### src/rtl/dot_product_stream.sv
// dot_product_stream: streaming signed dot product, one (x,w) pair per beat, N beats per result
// Ports: clk, rst_n (async active-low); in_valid/in_ready/in_x/in_w/in_last element stream;
//        out_valid/out_ready/out_dp/out_err result stream (out_err = in_last framing mismatch)
`ifndef DATA_WIDTH
`define DATA_WIDTH 8
`endif
`ifndef ACC_WIDTH
`define ACC_WIDTH 32
`endif
module dot_product_stream #(
  parameter int N      = 4,
  parameter int DATA_W = `DATA_WIDTH,
  parameter int ACC_W  = `ACC_WIDTH
) (
  input  logic                     clk,
  input  logic                     rst_n,
  input  logic                     in_valid,
  output logic                     in_ready,
  input  logic signed [DATA_W-1:0] in_x,
  input  logic signed [DATA_W-1:0] in_w,
  input  logic                     in_last,
  output logic                     out_valid,
  input  logic                     out_ready,
  output logic signed [ACC_W-1:0]  out_dp,
  output logic                     out_err
);
  localparam int CW = N > 1 ? $clog2(N) : 1;
  typedef enum logic {ACCUM, DONE} state_t;
  state_t state, state_nx;
  logic signed [ACC_W-1:0] acc, sum;
  logic signed [2*DATA_W-1:0] prod;
  logic [CW-1:0] cnt;
  logic err, err_nx, fire, last_beat;
  assign prod      = in_x * in_w;
  assign sum       = acc + ACC_W'(prod);
  assign last_beat = cnt == CW'(N - 1);
  assign fire      = in_valid & in_ready;
  assign err_nx    = err | (in_last != last_beat);
  always_comb begin
    in_ready  = state == ACCUM;
    out_valid = state == DONE;
    state_nx  = state;
    if (fire && last_beat) state_nx = DONE;
    else if (out_valid && out_ready) state_nx = ACCUM;
  end
  always_ff @(posedge clk or negedge rst_n)
    if (!rst_n) state <= ACCUM;
    else state <= state_nx;
  // the Nth beat closes the vector regardless of in_last; in_last only feeds the error flag
  always_ff @(posedge clk or negedge rst_n)
    if (!rst_n) begin
      acc     <= '0;
      cnt     <= '0;
      err     <= 1'b0;
      out_dp  <= '0;
      out_err <= 1'b0;
    end else if (fire) begin
      if (last_beat) begin
        out_dp  <= sum;
        out_err <= err_nx;
        acc     <= '0;
        cnt     <= '0;
        err     <= 1'b0;
      end else begin
        acc <= sum;
        cnt <= cnt + CW'(1);
        err <= err_nx;
      end
    end
endmodule

### config.mk
export PLATFORM = sky130hd
export DESIGN_NAME = dot_product_stream
export DESIGN_NICKNAME = d
export VERILOG_FILES = /design/src/rtl/dot_product_stream.sv
export SDC_FILE = /design/constraint.sdc
export NUM_CORES = 1
export LEC_CHECK = 0
export CAP_MARGIN = 15
export CORE_MARGIN = 2
export CORE_UTILIZATION = 66
export DETAILED_ROUTE_END_ITERATION = 10
export PLACE_DENSITY = 0.88
export SLEW_MARGIN = 20
export SYNTH_ARGS = -nofsm -noshare
export SYNTH_HDL_FRONTEND = slang
export SYNTH_SLANG_ARGS = --single-unit
### constraint.sdc
create_clock -name clk -period 13.96 [get_ports clk]
set_input_delay 2.792 -clock clk [delete_from_list [all_inputs] [get_ports clk]]
set_output_delay 2.792 -clock clk [all_outputs]
set_load 0.01 [all_outputs]
; ---- After elaboration in Yosys (flattened, before gate mapping)
; Index checks and enable logic that the tools add are counted.
[classes]
n_addsub = 2
n_bitwise = 3
muxes = 5
mul = 1
n_eq_ne = 2
reduce_logical = 4
[ops]
columns = cell, n
row1 = 32-bit by 16-bit adder with 32-bit output, 1
row2 = 32-bit 2-to-1 mux, 1
row3 = 8-bit by 8-bit multiplier with 16-bit output, 1
row4 = 1-bit 2-to-1 mux, 3
row5 = "2-bit by 1-bit adder with 2-bit output, second input constant", 1
row6 = "2-bit == test, second input constant", 1
row7 = 1-bit logical AND, 2
row8 = 2-bit 2-to-1 mux, 1
row9 = 2-bit AND reduction, 1
row10 = 2-bit nonzero test, 1
row11 = 1-bit AND, 1
row12 = 1-bit != test, 1
row13 = 1-bit NOT, 1
row14 = 1-bit bitwise OR, 1
[word_totals]
output_inout_bits = 35
register_bits = 69
input_bits = 21
elab_cells = 23

; ---- Depth between registers and ports, before layout
; Gate-level depths: netlist of the first run.
[logic_depth]
ltp_word = 4
depth_mapped = 20

; ---- Worst setup path after synthesis of the first run
; Ideal clock, no wire load.
[synth_path]
kind = input -> register
from = input port in_w[0]
to = register acc[23]
path_slack_ns = 5.593
t_arrival_ns = 8.245
t_required_ns = 13.838
setup_time_ns = 0.122
path_stages = 16
n_path_buf = 0
path_cell_list = and2_1 inv_1 fa_1 inv_1 fa_1 fa_1 fa_1 fa_1 ha_1 a21o_1 a21oi_1 a211o_1 a211o_1 a21oi_1 or3_1 a32o_1
[synth_via]
elab_chain_len = 3
[synth_rtl]
columns = item, line_no
row1 = start: declaration, 20  ; input logic signed [DATA_W-1:0] in_w,
row2 = 8-bit by 8-bit multiplier with 16-bit output, 34  ; assign prod = in_x * in_w;
row3 = 32-bit by 16-bit adder with 32-bit output, 35  ; assign sum = acc + ACC_W'(prod);
row4 = 32-bit 2-to-1 mux, 58  ; if (last_beat) begin
row5 = end signal: assignment, 65  ; acc <= sum;
row6 = end: declaration, 30  ; logic signed [ACC_W-1:0] acc, sum;
; No other way between the ends.
; A chain may end at the register's enable or synchronous reset.

; ---- Final worst setup path of the first run
[layout_path]
from = input port in_x[7]
to = register acc[23]
[layout_via]
elab_chain_len = 3
[layout_rtl]
columns = item, line_no
row1 = start: declaration, 19  ; input logic signed [DATA_W-1:0] in_x,
row2 = 8-bit by 8-bit multiplier with 16-bit output, 34
row3 = 32-bit by 16-bit adder with 32-bit output, 35
row4 = 32-bit 2-to-1 mux, 58
; No other way between the ends.

==> impl_metrics.prom, run 1 <==
# TYPE chip_impl_metric gauge
chip_impl_info{name="status",value="finished clean"} 1
chip_impl_metric{name="seq_area",unit="sq mm"} 0.00173
chip_impl_info{name="timing.setup.critical_path_class",value="in2reg"} 1
chip_impl_metric{name="mappedNetlistNets",unit=""} 976
chip_impl_metric{name="cts_repair_resize_count",unit=""} 0
chip_impl_metric{name="grt_first_pass_wirelength",unit="microns"} 31200
chip_impl_metric{name="yosys_warning_count",unit=""} 0
chip_impl_metric{name="final_critical_path_setup_slack",unit="ps"} 5110
chip_impl_metric{name="grt_util_met2",unit="%"} 53.7
chip_impl_metric{name="die_area",unit="sq mm"} 0.0129
chip_impl_metric{name="netlist_instances",unit=""} 748
chip_impl_metric{name="grt_start_max_net_pins",unit=""} 70
chip_impl_info{name="synth_top_flop_cell",value="sky130_fd_sc_hd__dfrtp_1"} 1
chip_impl_metric{name="clock_tree.buffer_depth",unit=""} 2
chip_impl_metric{name="synth-async-reset-ratio",unit="%"} 100
chip_impl_metric{name="cts_htree_levels",unit=""} 3
chip_impl_metric{name="timing.critical_path.required",unit="ps"} 14180
chip_impl_metric{name="die_w",unit="microns"} 114
chip_impl_info{name="min-delay-path-class",value="reg2reg"} 1
chip_impl_metric{name="crit_fanout",unit=""} 25
chip_impl_metric{name="floorplan.rows",unit=""} 40
chip_impl_metric{name="fin_nets",unit=""} 1030
chip_impl_metric{name="final_sum_of_negative_setup_slack",unit="ps"} 0
chip_impl_metric{name="detailed_place_hpwl",unit="microns"} 14400
chip_impl_info{name="rsz0062_at_grt",value="no"} 1
chip_impl_metric{name="synth_cell_type_count",unit=""} 49
chip_impl_metric{name="gr-usage-met3",unit="%"} 4.09
chip_impl_metric{name="ant_nets",unit=""} 0
chip_impl_metric{name="cp_data_arrival_time",unit="ps"} 9070
chip_impl_info{name="worst_path_most_repeated_cell",value="sky130_fd_sc_hd__fa_1"} 1
chip_impl_metric{name="globalRouteMet1Util",unit="%"} 40.6
chip_impl_info{name="setup.worst_path.start_class",value="input port"} 1
chip_impl_metric{name="fin_worst_hold_slack",unit="ps"} 482
chip_impl_metric{name="fmax",unit="MHz"} 113
chip_impl_metric{name="cts-buffers-inserted",unit=""} 9
chip_impl_metric{name="clock-skew-final",unit="ps"} 6.64
chip_impl_metric{name="cts_hold_repair.buffers",unit=""} 0
chip_impl_metric{name="setup_violations",unit=""} 0
chip_impl_metric{name="drive_above_1_share",unit="%"} 5.20
chip_impl_metric{name="post_synth.cell_area_avg",unit="sq um"} 10.6
chip_impl_metric{name="synth_enable_flop_cells",unit=""} 0
chip_impl_metric{name="global_route.overflow_total",unit=""} 0
chip_impl_metric{name="finalCritPeriodShare",unit="%"} 63.4
chip_impl_info{name="timing.critical_path.to_type",value="flip-flop"} 1
chip_impl_metric{name="n_fill_cell",unit=""} 767
chip_impl_metric{name="netlist_area",unit="sq mm"} 0.00794
chip_impl_metric{name="port_buffers",unit=""} 55
chip_impl_metric{name="antenna_found_initial",unit=""} 0
chip_impl_metric{name="drt-initial-drc-count",unit=""} 417
chip_impl_info{name="mostFrequentLayoutCells",value="sky130_fd_sc_hd__fa_1 (136), sky130_fd_sc_hd__inv_1 (99), sky130_fd_sc_hd__nand2_1 (85), sky130_fd_sc_hd__ha_1 (71), sky130_fd_sc_hd__dfrtp_1 (69)"} 1
chip_impl_metric{name="syn2layout_area_growth",unit="%"} 12.1
chip_impl_metric{name="num_io_pins",unit=""} 56
chip_impl_metric{name="cp_num_buf_inv",unit=""} 3
chip_impl_metric{name="die_y",unit="microns"} 114
chip_impl_info{name="most_common_library_cell_in_the_layout_ignoring_fill_and_taps",value="sky130_fd_sc_hd__fa_1"} 1
chip_impl_info{name="clk_root_buffer_cell",value="sky130_fd_sc_hd__clkbuf_16"} 1
chip_impl_metric{name="ys_seq_area_share",unit="%"} 21.7
chip_impl_metric{name="place_ws",unit="ps"} 4770
chip_impl_metric{name="initial_core_util",unit="%"} 66.9
chip_impl_metric{name="core_area",unit="sq mm"} 0.0119
chip_impl_metric{name="post-route-min-period",unit="ps"} 8850
chip_impl_metric{name="insertedDiodeCount",unit=""} 0
chip_impl_info{name="worstPathCellList",value="clkdlybuf4s50_1, and2_2, inv_1, fa_1, inv_1, fa_1, fa_1, fa_1, fa_1, ha_1, a21o_1, a21oi_1, a211o_1, a211o_1, a21oi_1, or3_1, a32o_1"} 1
chip_impl_metric{name="drtPass1Iterations",unit=""} 5
chip_impl_metric{name="grt_pass1_vias",unit=""} 6409
chip_impl_metric{name="cts_num_sinks",unit=""} 69
chip_impl_metric{name="post-route-drc-count",unit=""} 0
chip_impl_metric{name="routed_wl",unit="microns"} 18300
chip_impl_info{name="gr-max-usage-layer",value="met2"} 1
chip_impl_metric{name="cpPeakStageDelay",unit="ps"} 850
chip_impl_metric{name="multiInputGateArea",unit="sq mm"} 0.00576
chip_impl_metric{name="globalRouteTotalUtil",unit="%"} 31.1
chip_impl_metric{name="post_drt_via_cell_ratio",unit=""} 6.05
chip_impl_metric{name="number_of_slew_limit_violations_in_the_final_report",unit=""} 0
chip_impl_metric{name="clkTransAtPathRegs",unit="ps"} 60
chip_impl_info{name="worst_path_dominant_cell_family",value="adder cells"} 1
chip_impl_metric{name="clkLatencyLatePin",unit="ps"} 340
chip_impl_metric{name="wire_per_inst",unit="microns"} 19.2
chip_impl_metric{name="worstMarginPinSlew",unit="ps"} 1120
chip_impl_info{name="timing.critical_path.slowest_stage_cell",value="sky130_fd_sc_hd__and2_2"} 1
chip_impl_metric{name="ys_ff_latch",unit=""} 69
chip_impl_info{name="clock_tree_from_tritoncts",value="done"} 1
chip_impl_metric{name="via_count",unit=""} 5769
chip_impl_metric{name="cts_setup_buffers",unit=""} 0
chip_impl_metric{name="gp_congestion",unit=""} 0.891
chip_impl_metric{name="max_slew_margin",unit="%"} 25.0
chip_impl_metric{name="drv.max_cap_violation_count",unit=""} 0
chip_impl_metric{name="finalHoldViolCount",unit=""} 0
[final timing paths]
check                                            from                endpoint  slack [ps]  cells past startpoint
worst max-delay path                          in_x[7]     acc[23]$_DFFE_PN0P_        5110                     17
worst min-delay path            out_dp[0]$_DFFE_PN0P_   out_dp[0]$_DFFE_PN0P_         480                      2
worst max register to register     acc[6]$_DFFE_PN0P_     acc[23]$_DFFE_PN0P_        8860                     17
worst min register to register  out_dp[0]$_DFFE_PN0P_   out_dp[0]$_DFFE_PN0P_         480                      2
max in group asynchronous                       rst_n     acc[23]$_DFFE_PN0P_       10720                      2
min in group asynchronous                       rst_n  out_dp[18]$_DFFE_PN0P_        2640                      2
[layout make-up]
class / instances / area share [%]
timing repair buffer: 59 / 6.47
inverter: 100 / 4.22
sequential: 69 / 19.4
tap: 147 / 2.07
clock inverter: 5 / 0.394
clock buffer: 11 / 2.73
multi-input combinational: 563 / 64.7
[layer usage]
| layer | part of all wire, % | up-vias |
|---|---|---|
| li1 | - | 2547 |
| met1 | 39 | 2928 |
| met2 | 51 | 230 |
| met3 | 5.8 | 64 |
| met4 | 3.6 | 0 |
| met5 | 0 | - |
[stage by stage]
| step | instance area (sq um) | std cells | util [%] |
|---|---|---|---|
| detailed placement | 8620 | 938 | 72.7 |
| CTS | 8900 | 954 | 75.0 |
| finish | 8900 | 954 | 75.0 |
| global placement | 8620 | 938 | 72.7 |
| global route | 8900 | 954 | 75.0 |
| floorplan | 7940 | 748 | - |
[worst register-to-register path: stages, from the launching register on]
cell and delay, ps:
sky130_fd_sc_hd__dfrtp_1 320, sky130_fd_sc_hd__inv_1 70, sky130_fd_sc_hd__fa_1 540, sky130_fd_sc_hd__inv_1 50, sky130_fd_sc_hd__fa_1 490, sky130_fd_sc_hd__inv_1 50
sky130_fd_sc_hd__fa_1 480, sky130_fd_sc_hd__inv_1 60, sky130_fd_sc_hd__fa_1 440, sky130_fd_sc_hd__fa_1 440, sky130_fd_sc_hd__ha_1 390, sky130_fd_sc_hd__a21o_1 210
sky130_fd_sc_hd__a21oi_1 230, sky130_fd_sc_hd__a211o_1 210, sky130_fd_sc_hd__a211o_1 210, sky130_fd_sc_hd__a21oi_1 100, sky130_fd_sc_hd__or3_1 400, sky130_fd_sc_hd__a32o_1 290
[cells by family after synthesis]
group / count (synthesis) / share of synthesized area [%]
fa+ha+maj: 207 / 45.5
simple gates: 185 / 11.1
compound gates: 123 / 10.1
buf+inv: 116 / 5.74
flops: 69 / 21.7
xor+xnor: 31 / 3.42
mux: 17 / 2.44
[state kept, by name, indices dropped and copies added, names as in the netlist]
register and flops:
out_err 1, out_valid 1, cnt 2, out_dp 32, acc 32, err 1
[synthesized netlist by cell type (2+ instances only)]
cell / instances / area share, %
sky130_fd_sc_hd__fa_1: 136 / 34
sky130_fd_sc_hd__inv_1: 99 / 4.7
sky130_fd_sc_hd__nand2_1: 85 / 4.0
sky130_fd_sc_hd__ha_1: 71 / 11
sky130_fd_sc_hd__dfrtp_1: 69 / 22
sky130_fd_sc_hd__and2_1: 35 / 2.8
sky130_fd_sc_hd__o21ai_0: 35 / 2.2
sky130_fd_sc_hd__a21oi_1: 30 / 1.9
sky130_fd_sc_hd__nor2_1: 25 / 1.2
sky130_fd_sc_hd__xnor2_1: 19 / 2.1
sky130_fd_sc_hd__a22o_1: 16 / 1.8
sky130_fd_sc_hd__mux2_2: 15 / 2.1
sky130_fd_sc_hd__clkbuf_1: 13 / 0.61
sky130_fd_sc_hd__xor2_1: 12 / 1.3
sky130_fd_sc_hd__nand2b_1: 9 / 0.71
sky130_fd_sc_hd__nand3_1: 7 / 0.44
sky130_fd_sc_hd__a21o_1: 6 / 0.57
sky130_fd_sc_hd__nor3_1: 6 / 0.38
sky130_fd_sc_hd__o21bai_1: 6 / 0.57
sky130_fd_sc_hd__a211o_1: 4 / 0.44
sky130_fd_sc_hd__a211oi_1: 4 / 0.38
sky130_fd_sc_hd__a31oi_1: 4 / 0.32
sky130_fd_sc_hd__nand3b_1: 4 / 0.38
sky130_fd_sc_hd__nor2b_1: 4 / 0.32
sky130_fd_sc_hd__nand4_1: 3 / 0.24
sky130_fd_sc_hd__o21a_1: 3 / 0.28
sky130_fd_sc_hd__and3_1: 2 / 0.16
sky130_fd_sc_hd__clkbuf_8: 2 / 0.35
sky130_fd_sc_hd__o211ai_1: 2 / 0.19
sky130_fd_sc_hd__o221ai_1: 2 / 0.22
sky130_fd_sc_hd__or3_1: 2 / 0.16
Power of run 1 is left out: the tool's default activity adds up to more than one toggle a clock period on the data nets, which glitch-free logic cannot reach.
==> run 2, diff against run 1 <==
--- a/config.mk
+++ b/config.mk
@@ -7,9 +7,9 @@
 export LEC_CHECK = 0
 export CAP_MARGIN = 15
 export CORE_MARGIN = 2
-export CORE_UTILIZATION = 66
+export CORE_UTILIZATION = 61
 export DETAILED_ROUTE_END_ITERATION = 10
-export PLACE_DENSITY = 0.88
+export PLACE_DENSITY = 0.82
 export SLEW_MARGIN = 20
 export SYNTH_ARGS = -nofsm -noshare
 export SYNTH_HDL_FRONTEND = slang
==> constraint.sdc (replaced) <==
create_clock -name clk -period 8.5 [get_ports clk]
set_input_delay 1.7 -clock clk [delete_from_list [all_inputs] [get_ports clk]]
set_output_delay 1.7 -clock clk [all_outputs]
set_load 0.01 [all_outputs]
==> impl_metrics.prom, run 2 (synthesis results as in run 1) <==
# TYPE chip_impl_metric gauge
chip_impl_metric{name="finalHoldViolCount",unit=""} 0
chip_impl_metric{name="drv.max_cap_violation_count",unit=""} 0
chip_impl_metric{name="worst-r2r-cell-count",unit=""} 17
chip_impl_metric{name="final_sum_of_negative_setup_slack",unit="ps"} 0
chip_impl_metric{name="via_count",unit=""} 5635
chip_impl_metric{name="cpPeakStageDelay",unit="ps"} 820
chip_impl_metric{name="fin_nets",unit=""} 1031
chip_impl_metric{name="post-route-drc-count",unit=""} 0
chip_impl_metric{name="cts_htree_levels",unit=""} 3
chip_impl_metric{name="drt-initial-drc-count",unit=""} 382
chip_impl_metric{name="drtPass1Iterations",unit=""} 4
chip_impl_metric{name="port_buffers",unit=""} 55
chip_impl_metric{name="drive_above_1_share",unit="%"} 5.32
chip_impl_info{name="mostFrequentLayoutCells",value="sky130_fd_sc_hd__fa_1 (136), sky130_fd_sc_hd__inv_1 (99), sky130_fd_sc_hd__nand2_1 (85), sky130_fd_sc_hd__ha_1 (71), sky130_fd_sc_hd__dfrtp_1 (69)"} 1
chip_impl_metric{name="cts_num_sinks",unit=""} 69
chip_impl_info{name="setup.worst_path.start_class",value="input port"} 1
chip_impl_metric{name="gp_congestion",unit=""} 0.985
chip_impl_info{name="clock_tree_from_tritoncts",value="done"} 1
chip_impl_metric{name="cp_num_buf_inv",unit=""} 2
chip_impl_info{name="most_common_library_cell_in_the_layout_ignoring_fill_and_taps",value="sky130_fd_sc_hd__fa_1"} 1
chip_impl_info{name="rsz0062_at_grt",value="no"} 1
chip_impl_metric{name="grt_start_max_net_pins",unit=""} 70
chip_impl_metric{name="cts-buffers-inserted",unit=""} 9
chip_impl_metric{name="die_area",unit="sq mm"} 0.0139
chip_impl_info{name="crit_end",value="out_dp[30]$_DFFE_PN0P_"} 1
chip_impl_info{name="timing.setup.critical_path_class",value="in2reg"} 1
chip_impl_metric{name="die_w",unit="microns"} 118
chip_impl_metric{name="clock_tree.buffer_depth",unit=""} 2
chip_impl_metric{name="n_fill_cell",unit=""} 918
chip_impl_info{name="min-delay-path-class",value="reg2reg"} 1
chip_impl_metric{name="floorplan.rows",unit=""} 41
chip_impl_metric{name="insertedDiodeCount",unit=""} 0
chip_impl_metric{name="antenna_found_initial",unit=""} 0
chip_impl_metric{name="cts_hold_repair.buffers",unit=""} 0
chip_impl_metric{name="crit_fanout",unit=""} 13
chip_impl_metric{name="clkTransAtPathRegs",unit="ps"} 60
chip_impl_info{name="worst_path_most_repeated_cell",value="sky130_fd_sc_hd__fa_1"} 1
chip_impl_metric{name="initial_core_util",unit="%"} 62.7
chip_impl_info{name="reg_top3",value="acc: 32 flops, out_dp: 32 flops, cnt: 2 flops"} 1
chip_impl_metric{name="worstMarginPinSlew",unit="ps"} 1090
chip_impl_metric{name="clock-skew-final",unit="ps"} 7.03
chip_impl_metric{name="post-route-min-period",unit="ps"} 7380
chip_impl_metric{name="max_slew_margin",unit="%"} 26.9
chip_impl_metric{name="cp_data_arrival_time",unit="ps"} 7570
chip_impl_info{name="timing.critical_path.from",value="in_w[2]"} 1
chip_impl_metric{name="die_y",unit="microns"} 118
chip_impl_metric{name="number_of_slew_limit_violations_in_the_final_report",unit=""} 0
chip_impl_metric{name="timing.critical_path.required",unit="ps"} 8680
chip_impl_info{name="status",value="finished clean"} 1
chip_impl_metric{name="cts_repair_resize_count",unit=""} 0
chip_impl_metric{name="global_route.overflow_total",unit=""} 0
chip_impl_info{name="r2r_end",value="acc[23]$_DFFE_PN0P_"} 1
chip_impl_info{name="worstPathCellList",value="clkdlybuf4s50_1, nand2_1, fa_1, fa_1, inv_1, fa_1, fa_1, ha_1, ha_1, a211oi_1, o21bai_1, a21oi_1, nor2b_1, o32ai_1, xor2_1, o21ai_0"} 1
chip_impl_info{name="timing.critical_path.to_type",value="flip-flop"} 1
chip_impl_metric{name="ant_nets",unit=""} 0
chip_impl_metric{name="timing.reg2reg.setup_slack",unit="ps"} 3340
chip_impl_metric{name="crit_cells",unit=""} 16
chip_impl_metric{name="finalCritPeriodShare",unit="%"} 86.8
chip_impl_metric{name="cts_setup_buffers",unit=""} 0
chip_impl_metric{name="core_area",unit="sq mm"} 0.0127
chip_impl_info{name="clk_root_buffer_cell",value="sky130_fd_sc_hd__clkbuf_16"} 1
chip_impl_metric{name="post_drt_via_cell_ratio",unit=""} 5.75
chip_impl_info{name="worst_path_dominant_cell_family",value="adder cells"} 1
chip_impl_metric{name="clkLatencyLatePin",unit="ps"} 340
chip_impl_metric{name="grt_first_pass_wirelength",unit="microns"} 30800
chip_impl_metric{name="globalRouteTotalUtil",unit="%"} 27.9
chip_impl_info{name="timing.critical_path.slowest_stage_cell",value="sky130_fd_sc_hd__fa_1"} 1
chip_impl_info{name="regToRegStartpoint",value="acc[6]$_DFFE_PN0P_"} 1
chip_impl_metric{name="grt_pass1_vias",unit=""} 6316
chip_impl_metric{name="detailed_place_hpwl",unit="microns"} 14300
chip_impl_metric{name="syn2layout_area_growth",unit="%"} 12.5
chip_impl_metric{name="fmax",unit="MHz"} 135
chip_impl_metric{name="routed_wl",unit="microns"} 17700
chip_impl_metric{name="num_io_pins",unit=""} 56
chip_impl_metric{name="wire_per_inst",unit="microns"} 18.1
chip_impl_metric{name="setup_violations",unit=""} 0
==> run 2: cell count changes in the layout (fill, tap and decap cells not counted) <==
cell                         delta
sky130_fd_sc_hd__buf_4          +1
sky130_fd_sc_hd__clkbuf_8       -1
sky130_fd_sc_hd__clkinv_2       +1
sky130_fd_sc_hd__clkinv_4       -1
sky130_fd_sc_hd__clkinvlp_4     +1
==> run 2: area by class of cell <==
| cell class | count | area (sq um) | area share [%] |
|---|---|---|---|
| multi-input cells | 563 | 5760 | 64.5 |
| flip-flops and latches | 69 | 1730 | 19.3 |
| clock buffers | 10 | 229 | 2.56 |
| inverters | 100 | 375 | 4.20 |
| well taps | 172 | 215 | 2.41 |
| repair buffers | 60 | 583 | 6.53 |
| clock inverters | 6 | 38.8 | 0.434 |
==> run 2: routing by layer <==
| metal | track usage (%) | routed length, microns | vias to the layer above |
|---|---|---|---|
| met1 | 35.6 | 7170 | 2860 |
| met3 | 4.70 | 838 | 55 |
| li1 | - | - | 2556 |
| met5 | 0 | 0 | - |
| met4 | 11.5 | 555 | 0 |
| met2 | 47.4 | 9170 | 164 |
==> run 2: worst reg2reg max path, cell delays in order (launching register included) <==
cell,delay [ps]
sky130_fd_sc_hd__dfrtp_1,320
sky130_fd_sc_hd__inv_1,70
sky130_fd_sc_hd__fa_1,540
sky130_fd_sc_hd__inv_1,60
sky130_fd_sc_hd__fa_1,500
sky130_fd_sc_hd__inv_1,50
sky130_fd_sc_hd__fa_1,480
sky130_fd_sc_hd__inv_1,60
sky130_fd_sc_hd__fa_1,430
sky130_fd_sc_hd__fa_1,450
sky130_fd_sc_hd__ha_1,380
sky130_fd_sc_hd__a21o_1,220
sky130_fd_sc_hd__a21oi_1,270
sky130_fd_sc_hd__a211o_1,220
sky130_fd_sc_hd__a211o_1,220
sky130_fd_sc_hd__a21oi_1,120
sky130_fd_sc_hd__or3_1,400
sky130_fd_sc_hd__a32o_1,270
==> run 2: per-stage QoR <==
stage          setup slack, ps  instance area [sq um]  std cells  utilization, %  hold slack, ps
2_1_floorplan             1220                   7940        748               -             450
3_3_place_gp               977                   8660        964            68.4             461
3_5_place_dp               806                   8660        964            68.4             473
4_1_cts                   1130                   8930        980            70.5             486
5_1_grt                    670                   8930        980            70.5             508
6_report                  1120                   8930        980            70.5             480
==> run 2: worst min-delay path by stage <==
stage | startpoint | to | slack (ps) | depth (start not counted)
detailed placement | out_dp[0]$_DFFE_PN0P_ | out_dp[0]$_DFFE_PN0P_ | 470 | 2
CTS | out_dp[0]$_DFFE_PN0P_ | out_dp[0]$_DFFE_PN0P_ | 490 | 2
global route | out_dp[0]$_DFFE_PN0P_ | out_dp[0]$_DFFE_PN0P_ | 510 | 2
finish | out_dp[17]$_DFFE_PN0P_ | out_dp[17]$_DFFE_PN0P_ | 480 | 2
global placement | out_dp[2]$_DFFE_PN0P_ | out_dp[2]$_DFFE_PN0P_ | 460 | 2
floorplan | cnt[1]$_DFFE_PN0P_ | cnt[1]$_DFFE_PN0P_ | 450 | 2
Power of run 2 is left out for the same reason.
==> run 3, diff against run 2 <==
--- a/config.mk
+++ b/config.mk
@@ -5,6 +5,7 @@
 export SDC_FILE = /design/constraint.sdc
 export NUM_CORES = 1
 export LEC_CHECK = 0
+export ABC_AREA = 0
 export CAP_MARGIN = 15
 export CORE_MARGIN = 2
 export CORE_UTILIZATION = 61
==> results of run 3 <==
The final DEF is identical to that of run 2; final timing and power are the same.
Power of run 3 is left out for the same reason.
